`config.mk`:
```
export PLATFORM = sky130hd
export DESIGN_NAME = ddr_tx_serializer
export DESIGN_NICKNAME = d
export VERILOG_FILES = /design/src/rtl/ddr_tx_pkg.sv /design/src/rtl/ddr_tx_shift_reg.sv /design/src/rtl/ddr_tx_serializer.sv
export SDC_FILE = /design/constraint.sdc
export NUM_CORES = 1
export LEC_CHECK = 0
export BUFFER_PORTS_ARGS = -buffer_cell sky130_fd_sc_hd__buf_2
export CAP_MARGIN = 0
export CORE_ASPECT_RATIO = 1.1
export CORE_UTILIZATION = 56
export CTS_CLUSTER_SIZE = 24
export DETAILED_ROUTE_END_ITERATION = 8
export GPL_TIMING_DRIVEN = 0
export PLACE_DENSITY = 0.81
export SYNTH_ARGS = -nofsm -noshare
export SYNTH_HDL_FRONTEND = slang
export SYNTH_SLANG_ARGS = --single-unit
```
`constraint.sdc`:
```
create_clock -name clk -period 2.4 [get_ports clk]
set_input_delay 0.48 -clock clk [delete_from_list [all_inputs] [get_ports clk]]
set_output_delay 0.48 -clock clk [all_outputs]
set_load 0.03 [all_outputs]
```
`src/rtl/ddr_tx_pkg.sv`:
```
// Shared types and helpers for the DDR transmit serializer.
package ddr_tx_pkg;

    typedef enum logic [1:0] {
        IDLE  = 2'd0,
        LEAD  = 2'd1,
        SHIFT = 2'd2,
        TRAIL = 2'd3
    } state_t;

    // Width of the lead-in / trail guard cycle counter.
    localparam int GUARD_CNT_W = 4;

    // Beat counter width: enough to index WORD_W/2 beats, never less than one bit.
    function automatic int beat_cnt_w(input int word_w);
        int w;
        w = $clog2(word_w / 2);
        return (w < 1) ? 1 : w;
    endfunction

endpackage

```
`src/rtl/ddr_tx_shift_reg.sv`:
```
// Word holding register feeding the ODDR pair. A pop presents the top two
// bits of the word (or of the word being loaded in the same cycle) as d1/d2
// and keeps the remainder; with no pop the outputs fall back to the idle level.
module ddr_tx_shift_reg
    import ddr_tx_pkg::*;
#(
    parameter int   WORD_W     = 8,
    parameter logic IDLE_LEVEL = 1'b0
) (
    input  logic              clk,
    input  logic              rst,
    input  logic              load,
    input  logic              pop,
    input  logic [WORD_W-1:0] data,
    output logic              d1,
    output logic              d2
);

    logic [WORD_W-1:0] rest_reg;
    logic [WORD_W-1:0] source;

    // A load and pop in the same cycle sends beat 0 straight from the new word.
    always_comb begin
        source = load ? data : rest_reg;
    end

    // Remaining bits plus registered beat outputs.
    always_ff @(posedge clk or posedge rst) begin
        if (rst) begin
            rest_reg <= '0;
            d1       <= IDLE_LEVEL;
            d2       <= IDLE_LEVEL;
        end else if (pop) begin
            rest_reg <= source << 2;
            d1       <= source[WORD_W-1];
            d2       <= source[WORD_W-2];
        end else begin
            if (load) begin
                rest_reg <= data;
            end
            d1 <= IDLE_LEVEL;
            d2 <= IDLE_LEVEL;
        end
    end

endmodule

```
`src/rtl/ddr_tx_serializer.sv`:
```
// Splits parallel words into per-clock DDR bit pairs and frames each burst
// with a programmable output-enable lead-in and trail.
module ddr_tx_serializer
    import ddr_tx_pkg::*;
#(
    parameter int   WORD_W     = 8,
    parameter int   LEAD_CYC   = 1,
    parameter int   TRAIL_CYC  = 2,
    parameter logic IDLE_LEVEL = 1'b0
) (
    input  logic              clk,
    input  logic              rst,
    input  logic              enable,
    input  logic [WORD_W-1:0] s_data,
    input  logic              s_valid,
    output logic              s_ready,
    output logic              oddr_d1,
    output logic              oddr_d2,
    output logic              oddr_oe,
    output logic              busy,
    output logic              word_done
);

    localparam int BEAT_W = beat_cnt_w(WORD_W);
    localparam logic [BEAT_W-1:0] LAST_BEAT = BEAT_W'(WORD_W / 2 - 1);
    localparam logic [GUARD_CNT_W-1:0] LEAD_INIT  = GUARD_CNT_W'((LEAD_CYC > 0) ? LEAD_CYC - 1 : 0);
    localparam logic [GUARD_CNT_W-1:0] TRAIL_INIT = GUARD_CNT_W'((TRAIL_CYC > 0) ? TRAIL_CYC - 1 : 0);

    state_t                 state_reg, state_next;
    logic [BEAT_W-1:0]      beat_reg, beat_next;
    logic [GUARD_CNT_W-1:0] guard_reg, guard_next;
    logic                   oe_reg, done_reg;
    logic                   run_reg;
    logic                   load, pop, accept;

    // Ready depends only on state, beat position and enable; run_reg keeps it
    // low until the first clock after reset release.
    always_comb begin
        s_ready = 1'b0;
        case (state_reg)
            IDLE:    s_ready = enable;
            LEAD:    s_ready = 1'b0;
            SHIFT:   s_ready = enable && (beat_reg == LAST_BEAT);
            TRAIL:   s_ready = enable;
            default: s_ready = 1'b0;
        endcase
        s_ready = s_ready && run_reg;
    end

    assign accept = s_valid && s_ready;

    // Next-state, counters and shift-register control.
    always_comb begin
        state_next = state_reg;
        beat_next  = beat_reg;
        guard_next = guard_reg;
        load       = 1'b0;
        pop        = 1'b0;
        case (state_reg)
            IDLE: begin
                if (accept) begin
                    load = 1'b1;
                    if (LEAD_CYC == 0) begin
                        pop        = 1'b1;
                        state_next = SHIFT;
                        beat_next  = '0;
                    end else begin
                        state_next = LEAD;
                        guard_next = LEAD_INIT;
                    end
                end
            end
            LEAD: begin
                // The held word goes out regardless of enable.
                if (guard_reg == '0) begin
                    pop        = 1'b1;
                    state_next = SHIFT;
                    beat_next  = '0;
                end else begin
                    guard_next = guard_reg - GUARD_CNT_W'(1);
                end
            end
            SHIFT: begin
                if (beat_reg == LAST_BEAT) begin
                    beat_next = '0;
                    if (accept) begin
                        load = 1'b1;
                        pop  = 1'b1;
                    end else if (TRAIL_CYC == 0) begin
                        state_next = IDLE;
                    end else begin
                        state_next = TRAIL;
                        guard_next = TRAIL_INIT;
                    end
                end else begin
                    pop       = 1'b1;
                    beat_next = beat_reg + BEAT_W'(1);
                end
            end
            TRAIL: begin
                // oe is still high, so a new word skips the lead-in.
                if (accept) begin
                    load       = 1'b1;
                    pop        = 1'b1;
                    state_next = SHIFT;
                    beat_next  = '0;
                end else if (guard_reg == '0) begin
                    state_next = IDLE;
                end else begin
                    guard_next = guard_reg - GUARD_CNT_W'(1);
                end
            end
            default: state_next = IDLE;
        endcase
    end

    // State, counters and registered oe / word_done.
    always_ff @(posedge clk or posedge rst) begin
        if (rst) begin
            state_reg <= IDLE;
            beat_reg  <= '0;
            guard_reg <= '0;
            oe_reg    <= 1'b0;
            done_reg  <= 1'b0;
            run_reg   <= 1'b0;
        end else begin
            state_reg <= state_next;
            beat_reg  <= beat_next;
            guard_reg <= guard_next;
            oe_reg    <= (state_next != IDLE);
            done_reg  <= pop && (beat_next == LAST_BEAT);
            run_reg   <= 1'b1;
        end
    end

    ddr_tx_shift_reg #(
        .WORD_W     (WORD_W),
        .IDLE_LEVEL (IDLE_LEVEL)
    ) u_shift (
        .clk  (clk),
        .rst  (rst),
        .load (load),
        .pop  (pop),
        .data (s_data),
        .d1   (oddr_d1),
        .d2   (oddr_d2)
    );

    assign oddr_oe   = oe_reg;
    assign word_done = done_reg;
    assign busy      = (state_reg != IDLE);

endmodule
```
; Word-level counts from Yosys, hierarchy flattened
; Index checks and enable logic that the tools add are counted.
[word_totals]
register_bits = 21
input_bits = 12
elab_cells = 58
[classes]
eq_ne = 9
reduce_logical = 10
addsub = 2
muxes = 28
[ops]
columns = operator, n
row1 = 4-bit two-way mux, 5
row2 = 2-bit two-way mux, 9
row3 = 8-bit two-way mux, 2
row4 = 4-bit case mux with 4 select lines, 1
row5 = 2-bit == test (second input constant), 4
row6 = 2-bit inequality test (second input constant), 4
row7 = 2-bit case mux with 4 select lines, 1
row8 = 1-bit two-way mux, 6
row9 = 1-bit case mux with 3 select lines, 2
row10 = 2-bit case mux with 3 select lines, 1
row11 = 1-bit logical AND, 4
row12 = 4-bit logical NOT, 1
row13 = 4-bit AND reduction, 1
row14 = 2-bit nonzero test, 2
row15 = 4-bit by 1-bit subtractor with 4-bit output (second input constant), 1
row16 = 2-bit by 1-bit adder with 2-bit output (second input constant), 1
row17 = 2-bit by 1-bit == test with 1-bit output (second input constant), 1
row18 = 2-bit logical NOT, 1
row19 = 1-bit case mux with 2 select lines, 1
row20 = 2-bit OR reduction, 1

; Depth between registers and ports, before layout
[logic_depth]
word_depth = 10
depth_mapped = 9

; Modules after synthesis
; Synthesis repeated with hierarchy kept, for this count alone.
[unflattened]
cells_unflattened = 115
hier_area_um2 = 1246.2
[modules_own_cells]
columns = module, cells_each, seq_area_each_um2, n_inst, area_per_inst_um2
row1 = ddr_tx_serializer, 84, 275.3, 1, 815.8
row2 = ddr_tx_shift_reg, 31, 250.2, 1, 430.4

; Worst setup path after synthesis
; No wires, ideal clock.
[synth_timing]
kind = register -> register
startpoint = reg state_reg[1]
endpoint = reg guard_reg[0]
stages_incl_launch_ff = 9
path_slack_ns = 0.515
n_path_buf = 1
t_arrival_ns = 1.758
t_required_ns = 2.273
path_cell_list = dfrtp_1 inv_1 ha_1 and4b_4 and2_1 buf_6 o221ai_4 mux2i_1 o31ai_1
[synth_between]
elab_chain_len = 7
elab_cells_between_ends = 14
cone_classes = eq/ne: 7 / mux: 2 / reduce/logical: 5
[synth_rtl]
columns = element, line
row1 = "start, declared", ddr_tx_serializer.sv:29  ; state_t state_reg, state_next;
row2 = "start signal, assigned", ddr_tx_serializer.sv:127  ; state_reg <= state_next;
row3 = 2-bit == test or 2-bit logical NOT (tied branches), "ddr_tx_serializer.sv:40, ddr_tx_serializer.sv:59"
row4 = 2-bit OR reduction (no source line), n/a
row5 = 1-bit case mux with 3 select lines, ddr_tx_serializer.sv:40  ; case (state_reg)
row6 = 1-bit logical AND, ddr_tx_serializer.sv:47  ; s_ready = s_ready && run_reg;
row7 = 1-bit logical AND, ddr_tx_serializer.sv:50  ; assign accept = s_valid && s_ready;
row8 = 2-bit inequality test (no source line), n/a
row9 = 4-bit AND reduction (no source line), n/a
row10 = "end signal, assigned", ddr_tx_serializer.sv:129  ; guard_reg <= guard_next;
row11 = "end, declared", ddr_tx_serializer.sv:31  ; logic [GUARD_CNT_W-1:0] guard_reg, guard_next;
; Several ways; a longest one is shown, not always the timed one.
; A chain may end at the register's enable or synchronous reset.

; Final worst setup path
[layout_timing]
startpoint = reg state_reg[1]
endpoint = out s_ready
[layout_between]
elab_chain_len = 4
elab_cells_between_ends = 7
cone_classes = eq/ne: 3 / mux: 1 / reduce/logical: 3
[layout_rtl]
columns = element, line
row1 = 2-bit == test or 2-bit logical NOT (tied branches), ddr_tx_serializer.sv:40
row2 = 2-bit OR reduction (no source line), n/a
row3 = 1-bit case mux with 3 select lines (*), ddr_tx_serializer.sv:40
row4 = 1-bit logical AND (*), ddr_tx_serializer.sv:47
row5 = "end, declared", ddr_tx_serializer.sv:16  ; output logic s_ready,
; Every way passes the cells marked *; elsewhere a longest branch is shown, timed or not.

==> reports/metrics.csv <==
stage,metric,value,unit
run_status,status,"finished, final reports clean",
sta,Final Cycle Share,94.1,%
logic_synthesis,post-synth top area share,41.2,%
placement,RD Place Congestion,0.793,
route,routed wire length,2470,um
worst_setup_path,reg2reg setup slack,260,ps
clock_network,CTS Buf Count,3,
logic_synthesis,number of synthesized flops with an enable pin,0,
clock_network,maximum root-to-sink buffer count,2,
global_routing,number of global-route vias before repair,1079,
power_and_ir_drop,P_leak,0.699,nW
clock_network,CTS root buf,clkbuf_4,
sta,final period demand of the worst path,2260,ps
worst_setup_path,Critical Path Max Stage Delay,440,ps
worst_setup_path,worst path cell trace,inv_1 > ha_1 > a21bo_2 > and4_1 > buf_2,
worst_setup_path,Worst R2R End,guard_reg[0]$_DFFE_PP0P_,
layout,Syn-to-layout area delta,11.6,%
sta,Slew HR,47.1,%
floorplan,die area,2470,um2
layout,Final nets,177,
global_routing,All-Layer GR Usage,25.1,%
clock_network,Clock Latency Late Sink,330,ps
layout,layout cells sized above 1,21.0,%
worst_setup_path,CP required,1920,ps
worst_setup_path,Critical R2R Launch,state_reg[1]$_DFF_PP0_,
route,Vias/cell,5.65,
logic_synthesis,synthesized cell area,1270,um2
global_routing,largest net degree at the start of global routing,22,
power_and_ir_drop,total chip power,1.72,mW
placement,Inst Count DP,181,
layout,max reg flops,8,
global_routing,initial antenna violation count,0,
power_and_ir_drop,Worst IR Drop VDD,0.000649,V
hold_path,Worst Hold Class,in -> async,
placement,port bufs,17,
logic_synthesis,cell with the most instances after synthesis,dfrtp_1,
route,post-DR wirelength/cell,13.3,um
worst_setup_path,crit path DAT,1780,ps
worst_setup_path,Critical Path Slowest Stage Cell,dfrtp_1,
route,DRT antenna net count,0,
sta,Fin Clk Skew,9.98,ps
global_routing,gr ovfl total,0,
sta,Worst Max-Slew Pin Slew,793,ps
worst_setup_path,WS Path Type,reg -> out,
floorplan,core area,2080,um2
logic_synthesis,Ys Warns,0,
flow_run,max cap viols,0,
logic_synthesis,ys flop type,dfrtp_1,
floorplan,# rows,17,
floorplan,io pins,18,
logic_synthesis,register area share after synthesis,41.2,%
clock_network,Post-CTS Hold Fix Bufs,0,
sta,Setup Viol. Count Final,0,
clock_network,TritonCTS clock tree,done,
logic_synthesis,Yosys cell types,33,
floorplan,initial core utilization,61.2,%
sta,TNS Setup,0,ps
logic_synthesis,asr flop ratio synth,100,%
route,Via Count,1045,
sta,setup slack after layout,143,ps
logic_synthesis,"top cells by count, synth","dfrtp_1, nand3_1, nand2_1",
clock_network,Setup Buffers After CTS,0,
logic_synthesis,Synthesized Nets,155,
logic_synthesis,Synth area leader,dfrtp_1,
route,1st-iter DRT viols,24,
worst_setup_path,crit end category,output pin,
clock_network,H-tree depth,1,
sta,RSZ-0062 raised after global routing,no,
clock_network,CTS sink cnt,21,
logic_synthesis,synthesized area per cell,9.37,um2
sta,Final Slew Violations,0,
worst_setup_path,CP max FO,5,
logic_synthesis,Cells after Synth,136,
power_and_ir_drop,Power Density,1210,nW/um2
route,DRC,0,
global_routing,first-pass GRT wire length,4310,um
worst_setup_path,R2R depth,8,
logic_synthesis,"top cells by area, synth","dfrtp_1, nand3_1, ha_1",
logic_synthesis,"flops & latches, synth",21,
route,drt pass-1 iters,4,
placement,placed wire-length estimate,1790,um
floorplan,Die X-Extent,47.5,um
floorplan,DIE HEIGHT,52.0,um
clock_network,Clock transition at path regs,130,ps
sta,Final Hold Viols,0,
clock_network,# resized after CTS,0,
layout,Antenna Diode Count,0,
sta,Fmax achieved,443,MHz
worst_setup_path,crit start category,flip-flop,
layout,Final Instance Count excl. Fillers,185,
placement,dpl ws,301,ps
==> per-stage QoR <==
step | hold WS [ps] | utilization (%) | cell area (um2)
final | 273 | 68.2 | 1420
after global routing | 355 | 68.2 | 1420
after CTS | 323 | 68.2 | 1420
after detailed placement | 502 | 66.9 | 1400
after global placement | 489 | 66.9 | 1400
after floorplan | 457 | - | 1270
==> report_power, final <==
part | internal, mW | switching, mW | leakage [nW]
sequential | 0.475 | 0.0791 | 0.274
clock | 0.0627 | 0.120 | 0.0177
combinational | 0.408 | 0.575 | 0.407
==> critical path: cells and delay by family, from the launching register on <==
family	cells	cell delay [ps]
adder cells (fa/ha/maj)	1	270
flip-flops	1	440
AND/OR/NAND/NOR	1	200
buffers and inverters	2	280
AO/OA/AOI/OAI	1	250
==> per-layer routing <==
| layer | share of wire [%] | routed length, um | global-route usage [%] |
|---|---|---|---|
| met1 | 48 | 1190 | 28.5 |
| met2 | 46 | 1150 | 42.9 |
| met3 | 3.2 | 79 | 4.17 |
| met4 | 2.2 | 54 | 13.3 |
| met5 | 0 | 0 | 0 |
==> worst max path at each step <==
stage,start,end,slack [ps]
2_1_floorplan,state_reg[1]$_DFF_PP0_,guard_reg[0]$_DFFE_PP0P_,510
3_3_place_gp,state_reg[1]$_DFF_PP0_,guard_reg[0]$_DFFE_PP0P_,350
3_5_place_dp,state_reg[1]$_DFF_PP0_,guard_reg[0]$_DFFE_PP0P_,300
4_1_cts,state_reg[0]$_DFF_PP0_,s_ready,140
5_1_grt,state_reg[0]$_DFF_PP0_,s_ready,40
6_report,state_reg[1]$_DFF_PP0_,s_ready,140
==> placed cells by master (no fill, tap or decap), types with 2 or more instances in the layout <==
master,instances
nor2b_1,2
and3_1,2
o31ai_1,2
buf_2,17
clkbuf_4,3
nand2_1,19
nand3_1,20
buf_6,3
a21oi_1,7
ha_1,7
buf_4,2
a21o_1,9
nor2_1,8
dfrtp_1,21
o21ai_0,8
inv_1,7
==> layout make-up <==
| cell class | instances | area (um2) |
|---|---|---|
| Multi-Input combinational cell | 103 | 674 |
| Clock inverter | 1 | 5.00 |
| Tap cell | 28 | 35.0 |
| Fill cell | 191 | 662 |
| Clock buffer | 3 | 22.5 |
| Timing Repair Buffer | 17 | 85.1 |
| Sequential cell | 21 | 526 |
| Inverter | 7 | 26.3 |
| Buffer | 5 | 48.8 |
==> cell families after synthesis <==
kind of cell,share of synthesized area (%)
simple gates,23.8
compound gates,21.1
flops,41.2
buf+inv,5.89
fa+ha+maj,6.87
mux,0.785
other cells,0.294
Note: power is estimated with default switching activity, not from simulation.
